[config.mk]
export PLATFORM = sky130hd
export DESIGN_NAME = ifu_fetch_responder
export DESIGN_NICKNAME = d
export VERILOG_FILES = /design/src/rtl/ifu_pkg.sv /design/src/rtl/ifu_addr_check.sv /design/src/rtl/ifu_fetch_responder.sv
export SDC_FILE = /design/constraint.sdc
export NUM_CORES = 1
export LEC_CHECK = 0
export ABC_AREA = 1
export CAP_MARGIN = 10
export CORE_UTILIZATION = 45
export DETAILED_ROUTE_END_ITERATION = 16
export PLACE_DENSITY = 0.92
export SYNTH_ARGS = -nofsm -noshare
export SYNTH_HDL_FRONTEND = slang
export SYNTH_SLANG_ARGS = --single-unit
[constraint.sdc]
create_clock -name Clk -period 2 [get_ports Clk]
set_input_delay 0.4 -clock Clk [delete_from_list [all_inputs] [get_ports Clk]]
set_output_delay 0.4 -clock Clk [all_outputs]
set_load 0.05 [all_outputs]
[src/rtl/ifu_pkg.sv]
// Shared types and constants for the instruction-fetch responder.
// Latency: n/a (package only).
// Backpressure: n/a (package only).
package ifu_pkg;

    // Responder states: IDLE (no fetch), WAIT (request outstanding),
    // DROP (flushed request still outstanding), HOLD (instruction presented).
    typedef enum logic [1:0] {
        IDLE = 2'd0,
        WAIT = 2'd1,
        DROP = 2'd2,
        HOLD = 2'd3
    } ifu_state_e;

    localparam logic [31:0] RESET_PC  = 32'h0000_3000;
    localparam logic [31:0] NOP_INSTR = 32'h0000_0000;
    localparam logic [4:0]  EXC_ADEL  = 5'd4;

    // Byte span covered by an instruction memory of the given word depth.
    function automatic logic [31:0] word_span(input int words);
        return 32'(words) * 32'd4;
    endfunction

endpackage

[src/rtl/ifu_addr_check.sv]
// Maps a fetch byte address to a word index and flags misaligned/out-of-range addresses.
// Latency: purely combinational.
// Backpressure: none; evaluated every cycle.
//
// Ports: addr (byte address in), idx (word index, wraps modulo IM_WORDS), bad (address error).
// ALIGN_CHECK / RANGE_CHECK = 0 disables the corresponding part of 'bad'.
module ifu_addr_check
    import ifu_pkg::*;
#(
    parameter logic [31:0] BASE_ADDR   = RESET_PC,
    parameter int          IM_WORDS    = 1024,
    parameter int          AW          = $clog2(IM_WORDS),
    parameter bit          ALIGN_CHECK = 1'b1,
    parameter bit          RANGE_CHECK = 1'b1
) (
    input  logic [31:0]   addr,
    output logic [AW-1:0] idx,
    output logic          bad
);

    logic [31:0] offset;

    // Modulo-2^32 offset from the base; an address below the base wraps to a
    // huge offset, so a single unsigned compare covers both range limits.
    assign offset = addr - BASE_ADDR;
    assign idx    = offset[AW+1:2];
    assign bad    = (ALIGN_CHECK && (addr[1:0] != 2'b00)) ||
                    (RANGE_CHECK && (offset >= word_span(IM_WORDS)));

endmodule

[src/rtl/ifu_fetch_responder.sv]
// Fetch responder: turns PC fetch addresses into instruction-memory req/ack reads and presents Instr/InstrPc to IF/ID.
// Latency: 2 cycles minimum from accept to InstrValid (ack in first MemReq cycle); one fetch in flight at a time.
// Backpressure: Stall (combinational) holds the PC while a fetch is outstanding or the presented word is not taken.
//
// Ports: Clk/Reset (async active-low); Addr/ReqValid from PC; Stall to PC (En = ~Stall); Flush redirect;
// MemReq/MemAddr/MemAck/MemData instruction-memory handshake; Instr/InstrPc/InstrValid/InstrReady/AdelExc to IF/ID.
// Build macro ADDR_CHECK_EN: when defined, misaligned/out-of-range addresses skip memory and return a nop with AdelExc=1.
module ifu_fetch_responder
    import ifu_pkg::*;
#(
    parameter logic [31:0] BASE_ADDR = RESET_PC,
    parameter int          IM_WORDS  = 1024,
    parameter int          AW        = $clog2(IM_WORDS)
) (
    input  logic          Clk,
    input  logic          Reset,
    input  logic [31:0]   Addr,
    input  logic          ReqValid,
    output logic          Stall,
    input  logic          Flush,
    output logic          MemReq,
    output logic [AW-1:0] MemAddr,
    input  logic          MemAck,
    input  logic [31:0]   MemData,
    output logic [31:0]   Instr,
    output logic [31:0]   InstrPc,
    output logic          InstrValid,
    input  logic          InstrReady,
    output logic          AdelExc
);

`ifdef ADDR_CHECK_EN
    localparam bit CHECK_EN = 1'b1;
`else
    localparam bit CHECK_EN = 1'b0;
`endif

    ifu_state_e    state;
    logic [31:0]   pc_q;
    logic [AW-1:0] idx;
    logic          bad;
    logic          acc;

    // With checking disabled 'bad' is tied low, so the error path folds away.
    ifu_addr_check #(
        .BASE_ADDR  (BASE_ADDR),
        .IM_WORDS   (IM_WORDS),
        .AW         (AW),
        .ALIGN_CHECK(CHECK_EN),
        .RANGE_CHECK(CHECK_EN)
    ) u_addr_check (
        .addr(Addr),
        .idx (idx),
        .bad (bad)
    );

    // A new address is taken only when idle or when the presented word leaves
    // this cycle; never during a Flush, since the PC is loading the redirect.
    assign acc   = ReqValid && !Flush &&
                   ((state == IDLE) || ((state == HOLD) && InstrReady));
    assign Stall = !Flush &&
                   ((state == WAIT) || (state == DROP) || ((state == HOLD) && !InstrReady));

    always_ff @(posedge Clk or negedge Reset) begin
        if (!Reset) begin
            state      <= IDLE;
            pc_q       <= BASE_ADDR;
            MemReq     <= 1'b0;
            MemAddr    <= '0;
            Instr      <= NOP_INSTR;
            InstrPc    <= BASE_ADDR;
            InstrValid <= 1'b0;
            AdelExc    <= 1'b0;
        end else begin
            case (state)
                IDLE: ;
                WAIT: begin
                    if (MemAck) begin
                        MemReq <= 1'b0;
                        if (Flush) begin
                            // Data arriving with a redirect is stale; drop it.
                            state <= IDLE;
                        end else begin
                            Instr      <= MemData;
                            InstrPc    <= pc_q;
                            AdelExc    <= 1'b0;
                            InstrValid <= 1'b1;
                            state      <= HOLD;
                        end
                    end else if (Flush) begin
                        // Memory still owes an ack; keep MemReq up and swallow it.
                        state <= DROP;
                    end
                end
                DROP: begin
                    if (MemAck) begin
                        MemReq <= 1'b0;
                        state  <= IDLE;
                    end
                end
                HOLD: begin
                    // Flush wins over InstrReady: the word is withdrawn either way.
                    if (Flush || InstrReady) begin
                        InstrValid <= 1'b0;
                        state      <= IDLE;
                    end
                end
            endcase

            // Accept overrides the HOLD->IDLE move above for back-to-back fetches.
            if (acc) begin
                pc_q <= Addr;
                if (bad) begin
                    Instr      <= NOP_INSTR;
                    InstrPc    <= Addr;
                    AdelExc    <= 1'b1;
                    InstrValid <= 1'b1;
                    state      <= HOLD;
                end else begin
                    MemReq  <= 1'b1;
                    MemAddr <= idx;
                    state   <= WAIT;
                end
            end
        end
    end

endmodule

==> out/metrics.cfg, run 1 <==
[run_status]
status=complete, no violations

[clock_tree]
clk_path_buf_depth=2
worst_skew_pair.late_latency_ns=0.35
root_buffer=clkbuf_8
cts_made_buffers=9
cts_tree=done
cts_sinks=100
cts_max_level=3
clk_pin_slew_worst_paths_ns=0.10

[critical_path]
critPathArrivalTime_ns=1.55
worst_setup_path_start_kind=flop
slowest_stage=clkdlybuf4s50_1
required_ns=1.60
critPathKind=flop to primary output
crit_buf_inv=1
r2r-end=pc_q[30]
reg2reg_depth=6
cp-end-kind=primary output
crit_path_max_incr_delay_ns=0.82
cpLargestDelayFamily=buffers and inverters
crit_fanout=2
cp_cell_sequence=clkdlybuf4s50_1
r2r_start=state[1]
regToRegSetupSlack_ns=0.33

[yosys]
syn_area_um2=4080
yosys_warnings=0
synth_top_area_share=0.589
yosysSeqAreaShare=0.615
synth.distinct_cells=22
ys_ff_latch=100
syn-num-nets=504
synth_cells=430
synth_top_area_cell=dfrtp_1
avgSynthCellArea_um2=9.49
synthTopCellsByArea=dfrtp_1, nand2_1, inv_1, o21ai_0, nor2_1

[global_route]
first_global_vias=3397
grt_pass1_wl_um=15400
grt.overflow.total=0
grt.total_usage=0.201
antenna_found_initial=0
grt_max_degree=50

[drt]
routed.top_layer=met4
vias=3295
drtIter0Drc=64
dr_wl_met2_um=4640
met3_length_um=614
drt_wl_total_um=9150
drc_errors=0
ant_nets=0
firstDrtPassIters=4
wl_met1_um=3770
via_per_inst=4.84
post_drt_wl_per_cell_um=13.4

[die]
initial_core_util=0.465
dieArea_um2=9450
rows=34
ios=148
die_w_um=97.2
die_h_um=97.2
core_area_um2=8760

[timing]
slew_viol_final=0
relSlewSlack=0.642
fin_skew_ns=0.0155
setup_viol=0
post-route-min-period_ns=1.95
fmax_mhz=512
worst_pin_slew_ns=0.537
report.final.hold_viol_count=0
final.setup.tns_ns=0
finalCritPeriodShare=0.976

[min_path]
hp-start=pc_q[31]
holdPathStages=2
hold_end=InstrPc[31]
worstHoldPathType=flop to flop

[power_and_ir_drop]
cellPowerDensity_nw_per_um2=1800
p_leak_nw=2.87
power_mw=10.4
peakVddDrop_uv=1110

[final_layout]
fin_nets=642
final_layout_size_suffix_gt1_frac=0.0960
regArea_um2=2510
utilization=0.661
multiInputGateArea_um2=1210
num-fill-cells=703
area_growth_pct=42.1
n_antenna_cell=0

[run]
cap_violations=0

[placement]
place.gp.congestion=0.797
portBuffers=146
dp_hpwl_um=6620

## worst max-delay path by stage
stage | from | endpoint | slack [ns] | depth (start not counted)
after global routing | state[1] | Stall | -0.02 | 5
final | InstrPc[5] | InstrPc[5] | 0.05 | 1
after floorplan | state[0] | Stall | 0.15 | 4
after detailed placement | Flush | pc_q[30] | 0.09 | 5
after CTS | state[0] | Stall | 0.02 | 5
after global placement | Flush | pc_q[30] | 0.14 | 5
## area by class of cell
class	instances	area share
clock inverters	5	0.00669
clock buffers	11	0.0227
multi-input cells	261	0.208
flip-flops and latches	100	0.433
well taps	108	0.0233
repair buffers	158	0.282
inverters	38	0.0246
## cells by family (layout without fill, tap and decap cells)
kind of cell,count (synthesis),in the layout,share of synthesized area
buffers and inverters,69,212,0.0929
and+or+nand+nor,191,191,0.182
DFF,100,100,0.615
adders and majority gates,4,4,0.0123
muxes,3,3,0.0110
AOI/OAI and AO/OA,62,62,0.0865
other,1,1,0.000919
## sequential cells by signal, indices dropped and copies added, names as in the netlist
register,count
state,2
InstrPc,32
MemAddr,9
pc_q,23
InstrValid,1
Instr,32
MemReq,1
## cell usage after synthesis
| master | count |
|---|---|
| nor2_1 | 34 |
| clkbuf_1 | 2 |
| nand3_1 | 3 |
| a31oi_1 | 1 |
| conb_1 | 1 |
| buf_2 | 6 |
| buf_6 | 7 |
| mux2_4 | 3 |
| a21oi_2 | 11 |
| a21oi_1 | 19 |
| nand3_2 | 2 |
| o21ai_1 | 4 |
| nand2_2 | 1 |
| dfstp_2 | 4 |
| o21ai_0 | 27 |
| inv_1 | 36 |
| ha_1 | 4 |
| buf_4 | 16 |
| nand2_1 | 149 |
| nand4_1 | 2 |
| dfrtp_1 | 96 |
| inv_2 | 2 |
## cell usage in the layout, fill, tap and decap left out
master,n
a21oi_1,19
a21oi_2,11
a31oi_1,1
buf_12,7
buf_4,9
clkbuf_1,2
clkbuf_8,9
clkdlybuf4s50_1,139
clkinv_2,1
clkinv_4,3
clkinvlp_4,1
conb_1,1
dfrtp_1,96
dfstp_2,4
dlygate4sd3_1,1
dlymetal6s2s_1,2
ha_1,4
inv_1,36
inv_2,2
mux2_4,3
nand2_1,148
nand2_2,2
nand3_1,3
nand3_2,1
nand3_4,1
nand4_1,2
nor2_1,34
o21ai_0,26
o21ai_1,4
o21ai_2,1
## through the flow
stage / setup slack [ns] / hold WS [ns] / area [um^2] / std cells
finish: 0.0475 / 0.468 / 5800 / 681
floorplan: 0.153 / 0.104 / 4080 / 430
CTS: 0.0185 / 0.473 / 5780 / 680
detailed placement: 0.0878 / 0.356 / 5600 / 663
global placement: 0.142 / 0.351 / 5600 / 663
global route: -0.0161 / 0.484 / 5800 / 681
## power by group
| part | switching, mW | internal (mW) | total [mW] | leakage (nW) |
|---|---|---|---|---|
| Clock | 0.666 | 0.458 | 1.12 | 0.0835 |
| Sequential | 0.486 | 3.00 | 3.49 | 1.20 |
| Combinational | 3.87 | 1.96 | 5.83 | 1.59 |
| Total | 5.02 | 5.42 | 10.4 | 2.87 |
## what timing repair did
| item | CTS | global route |
|---|---|---|
| setup buffers | 0 | 1 |
| gates resized for setup | 0 | 3 |
| endpoints found under the hold margin | 28 | 0 |
| endpoints found under the setup margin | 0 | 3 |
| hold buffers | 1 | 0 |
## metal layers
layer  up-vias  global-route usage
li1       1594                   -
met1      1561               0.240
met2       127               0.352
met3        13              0.0511
met4         0              0.0735
met5         -                   0
No activity file was read; power rests on OpenSTA's default activity.
==> inputs of run 2 (changes only) <==
--- a/config.mk
+++ b/config.mk
@@ -7,9 +7,10 @@
 export LEC_CHECK = 0
 export ABC_AREA = 1
 export CAP_MARGIN = 10
-export CORE_UTILIZATION = 45
+export CORE_UTILIZATION = 40
 export DETAILED_ROUTE_END_ITERATION = 16
-export PLACE_DENSITY = 0.92
+export GPL_TIMING_DRIVEN = 1
+export PLACE_DENSITY = 0.87
 export SYNTH_ARGS = -nofsm -noshare
 export SYNTH_HDL_FRONTEND = slang
 export SYNTH_SLANG_ARGS = --single-unit
==> constraint.sdc (replaced) <==
create_clock -name Clk -period 1.65 [get_ports Clk]
set_input_delay 0.33 -clock Clk [delete_from_list [all_inputs] [get_ports Clk]]
set_output_delay 0.33 -clock Clk [all_outputs]
set_load 0.05 [all_outputs]
==> run 2 against run 1 <==
  * The flow now finishes with violations (setup timing)
  * First-iteration DRC count rose by 75%
  * Clock power increased by 34%
  * Clock skew down 0.0081 ns
  * Worst setup slack worse by 0.18 ns
  * Sequential share of layout area is 0.43 points lower
  * Final area increased by 1.0%
  * Worst hold slack got worse by 0.083 ns
  * Combinational power grew 20%
  * Via count grew 0.24%
  * Total power rose by 22%
  * Register-to-register slack worse by 0.32 ns
  * Global-route usage fell by 1.7 points
==> out/metrics.cfg, run 2 (same netlist as run 1, synthesis figures left out) <==
[critical_path]
crit_path_max_incr_delay_ns=0.41  ; was 0.82 ns
cp_cell_sequence=inv_2, ha_4, inv_2, o21ai_2, buf_12  ; was clkdlybuf4s50_1
worst_setup_path_start_kind=flop  ; unchanged
required_ns=1.32  ; was 1.60 ns
cp-end-kind=primary output  ; unchanged
critPathArrivalTime_ns=1.45  ; was 1.55 ns
cpMostUsedCell=inv_2
slowest_stage=dfrtp_1  ; was clkdlybuf4s50_1
critPathKind=flop to primary output  ; unchanged
r2r-end=pc_q[29]  ; was pc_q[30]
reg2reg_depth=6  ; unchanged
regToRegSetupSlack_ns=0.01  ; was 0.33 ns
crit_start=state[0]  ; was InstrPc[5]
r2r_start=state[0]  ; was state[1]
crit_fanout=4  ; was 2

[die]
dieArea_um2=10600  ; was 9450 um^2
rows=36  ; was 34
ios=148  ; unchanged
initial_core_util=0.415  ; was 0.465
die_w_um=103  ; was 97.2 um
die_h_um=103  ; was 97.2 um
core_area_um2=9820  ; was 8760 um^2

[timing]
fmax_mhz=560
slew_viol_final=0  ; unchanged
setup_slack_ns=-0.134  ; was 0.0475 ns
rsz0062_at_grt=true
post-route-min-period_ns=1.78
finalCritPeriodShare=1.08
setup_viol=1  ; was 0
report.final.hold_viol_count=0  ; unchanged
final.setup.tns_ns=-0.134  ; was 0 ns
fin_skew_ns=0.00739  ; was 0.0155 ns

[clock_tree]
root_buffer=clkbuf_8  ; unchanged
cts_tree=done  ; unchanged
worst_skew_pair.late_latency_ns=0.36  ; was 0.35 ns
cts_made_buffers=9  ; unchanged
cts_max_level=3  ; unchanged
clk_path_buf_depth=2  ; unchanged
clk_pin_slew_worst_paths_ns=0.11  ; was 0.10 ns
cts_sinks=100  ; unchanged

[drt]
drt_wl_total_um=9480  ; was 9150 um
firstDrtPassIters=5  ; was 4
ant_nets=0  ; unchanged
via_per_inst=4.58  ; was 4.84
drtIter0Drc=112  ; was 64
vias=3303  ; was 3295
drc_errors=0  ; unchanged
post_drt_wl_per_cell_um=13.2  ; was 13.4 um

[power_and_ir_drop]
cellPowerDensity_nw_per_um2=2180  ; was 1800 nW/um^2
peakVddDrop_uv=1230  ; was 1110 uV
power_mw=12.8  ; was 10.4 mW
p_leak_nw=3.04  ; was 2.87 nW

[final_layout]
area_growth_pct=43.5  ; was 42.1%
utilization=0.596  ; was 0.661
regArea_um2=2510  ; unchanged
n_antenna_cell=0  ; unchanged
layout_commonest_cell=nand2_1  ; unchanged
fin_nets=657  ; was 642
final_cell_mix=nand2_1, dfrtp_1, buf_4  ; was nand2_1, clkdlybuf4s50_1, dfrtp_1
num-fill-cells=834  ; was 703
final_layout_size_suffix_gt1_frac=0.255  ; was 0.0960
multiInputGateArea_um2=1220  ; was 1210 um^2
top_regs=InstrPc x32, Instr x32, pc_q x23  ; unchanged
stdcell_count=721  ; was 681

[global_route]
grt_max_degree=55  ; was 50
grt.overflow.total=0  ; unchanged
grt.total_usage=0.184  ; was 0.201
first_global_vias=3280  ; was 3397
grt_pass1_wl_um=14900  ; was 15400 um
antenna_found_initial=0  ; unchanged

[placement]
dp_hpwl_um=6950  ; was 6620 um
pre_cts_ws_ns=-0.152  ; was 0.0878 ns
place.gp.congestion=0.873  ; was 0.797
portBuffers=146  ; unchanged
dp_cells=701  ; was 663

[min_path]
worstHoldPathType=input port to async pin  ; was flop to flop

[run]
cap_violations=0  ; unchanged

[run_status]
status=finished with violations  ; was complete, no violations
violations=setup timing

-- run 2: routing by layer --
metal / vias to the layer above / GRT usage / share of wire
met3: 12 / 0.0515 / 0.065
met5: - / 0 / 0
met2: 111 / 0.333 / 0.52
li1: 1616 / - / -
met4: 0 / 0.0477 / 0.012
met1: 1564 / 0.215 / 0.41
-- run 2: stage by stage --
step	hold WS, ns	area, um^2
6_report	0.385	5850
5_1_grt	0.397	5850
4_1_cts	0.375	5850
3_5_place_dp	0.244	5610
3_3_place_gp	0.236	5610
2_1_floorplan	0.0344	4080
-- run 2: area by class of cell --
type	instances	share of cell area
flip-flops and latches	100	0.428
repair buffers	173	0.277
multi-input cells	261	0.209
well taps	133	0.0284
inverters	38	0.0248
clock buffers	9	0.0212
clock inverters	7	0.0118
-- run 2: worst max path at each step --
| stage | slack [ns] | end |
|---|---|---|
| 2_1_floorplan | 0.12 | Stall |
| 3_3_place_gp | -0.08 | pc_q[31] |
| 3_5_place_dp | -0.15 | Instr[19] |
| 4_1_cts | -0.15 | Stall |
| 5_1_grt | -0.20 | Stall |
| 6_report | -0.13 | Stall |
-- run 2: what timing repair did --
action,in CTS,in global routing
gates resized for setup,5,1
endpoints found under the hold margin,15,0
endpoints found under the setup margin,36,9
buffers inserted,3,0
pin swaps,2,0
hold buffers,1,0
-- run 2: power by group --
group | total [mW] | switching (mW) | internal [mW]
Clock | 1.50 | 0.911 | 0.588
Sequential | 4.28 | 0.645 | 3.64
Combinational | 6.99 | 4.73 | 2.27
Total | 12.8 | 6.28 | 6.49
-- run 2: worst max-delay path, delay by kind of cell (launching register included) --
family,cells,cell delay (ns)
flip-flops,1,0.41
buffers and inverters,3,0.26
adder cells (fa/ha/maj),1,0.27
AO/OA/AOI/OAI,1,0.15
==> inputs of run 3 (changes only) <==
--- a/config.mk
+++ b/config.mk
@@ -9,6 +9,7 @@
 export CAP_MARGIN = 10
 export CORE_UTILIZATION = 40
 export DETAILED_ROUTE_END_ITERATION = 16
+export GPL_ROUTABILITY_DRIVEN = 0
 export GPL_TIMING_DRIVEN = 1
 export PLACE_DENSITY = 0.87
 export SYNTH_ARGS = -nofsm -noshare
==> results of run 3 <==
No change in the layout: final DEF, timing and power equal those of run 2.
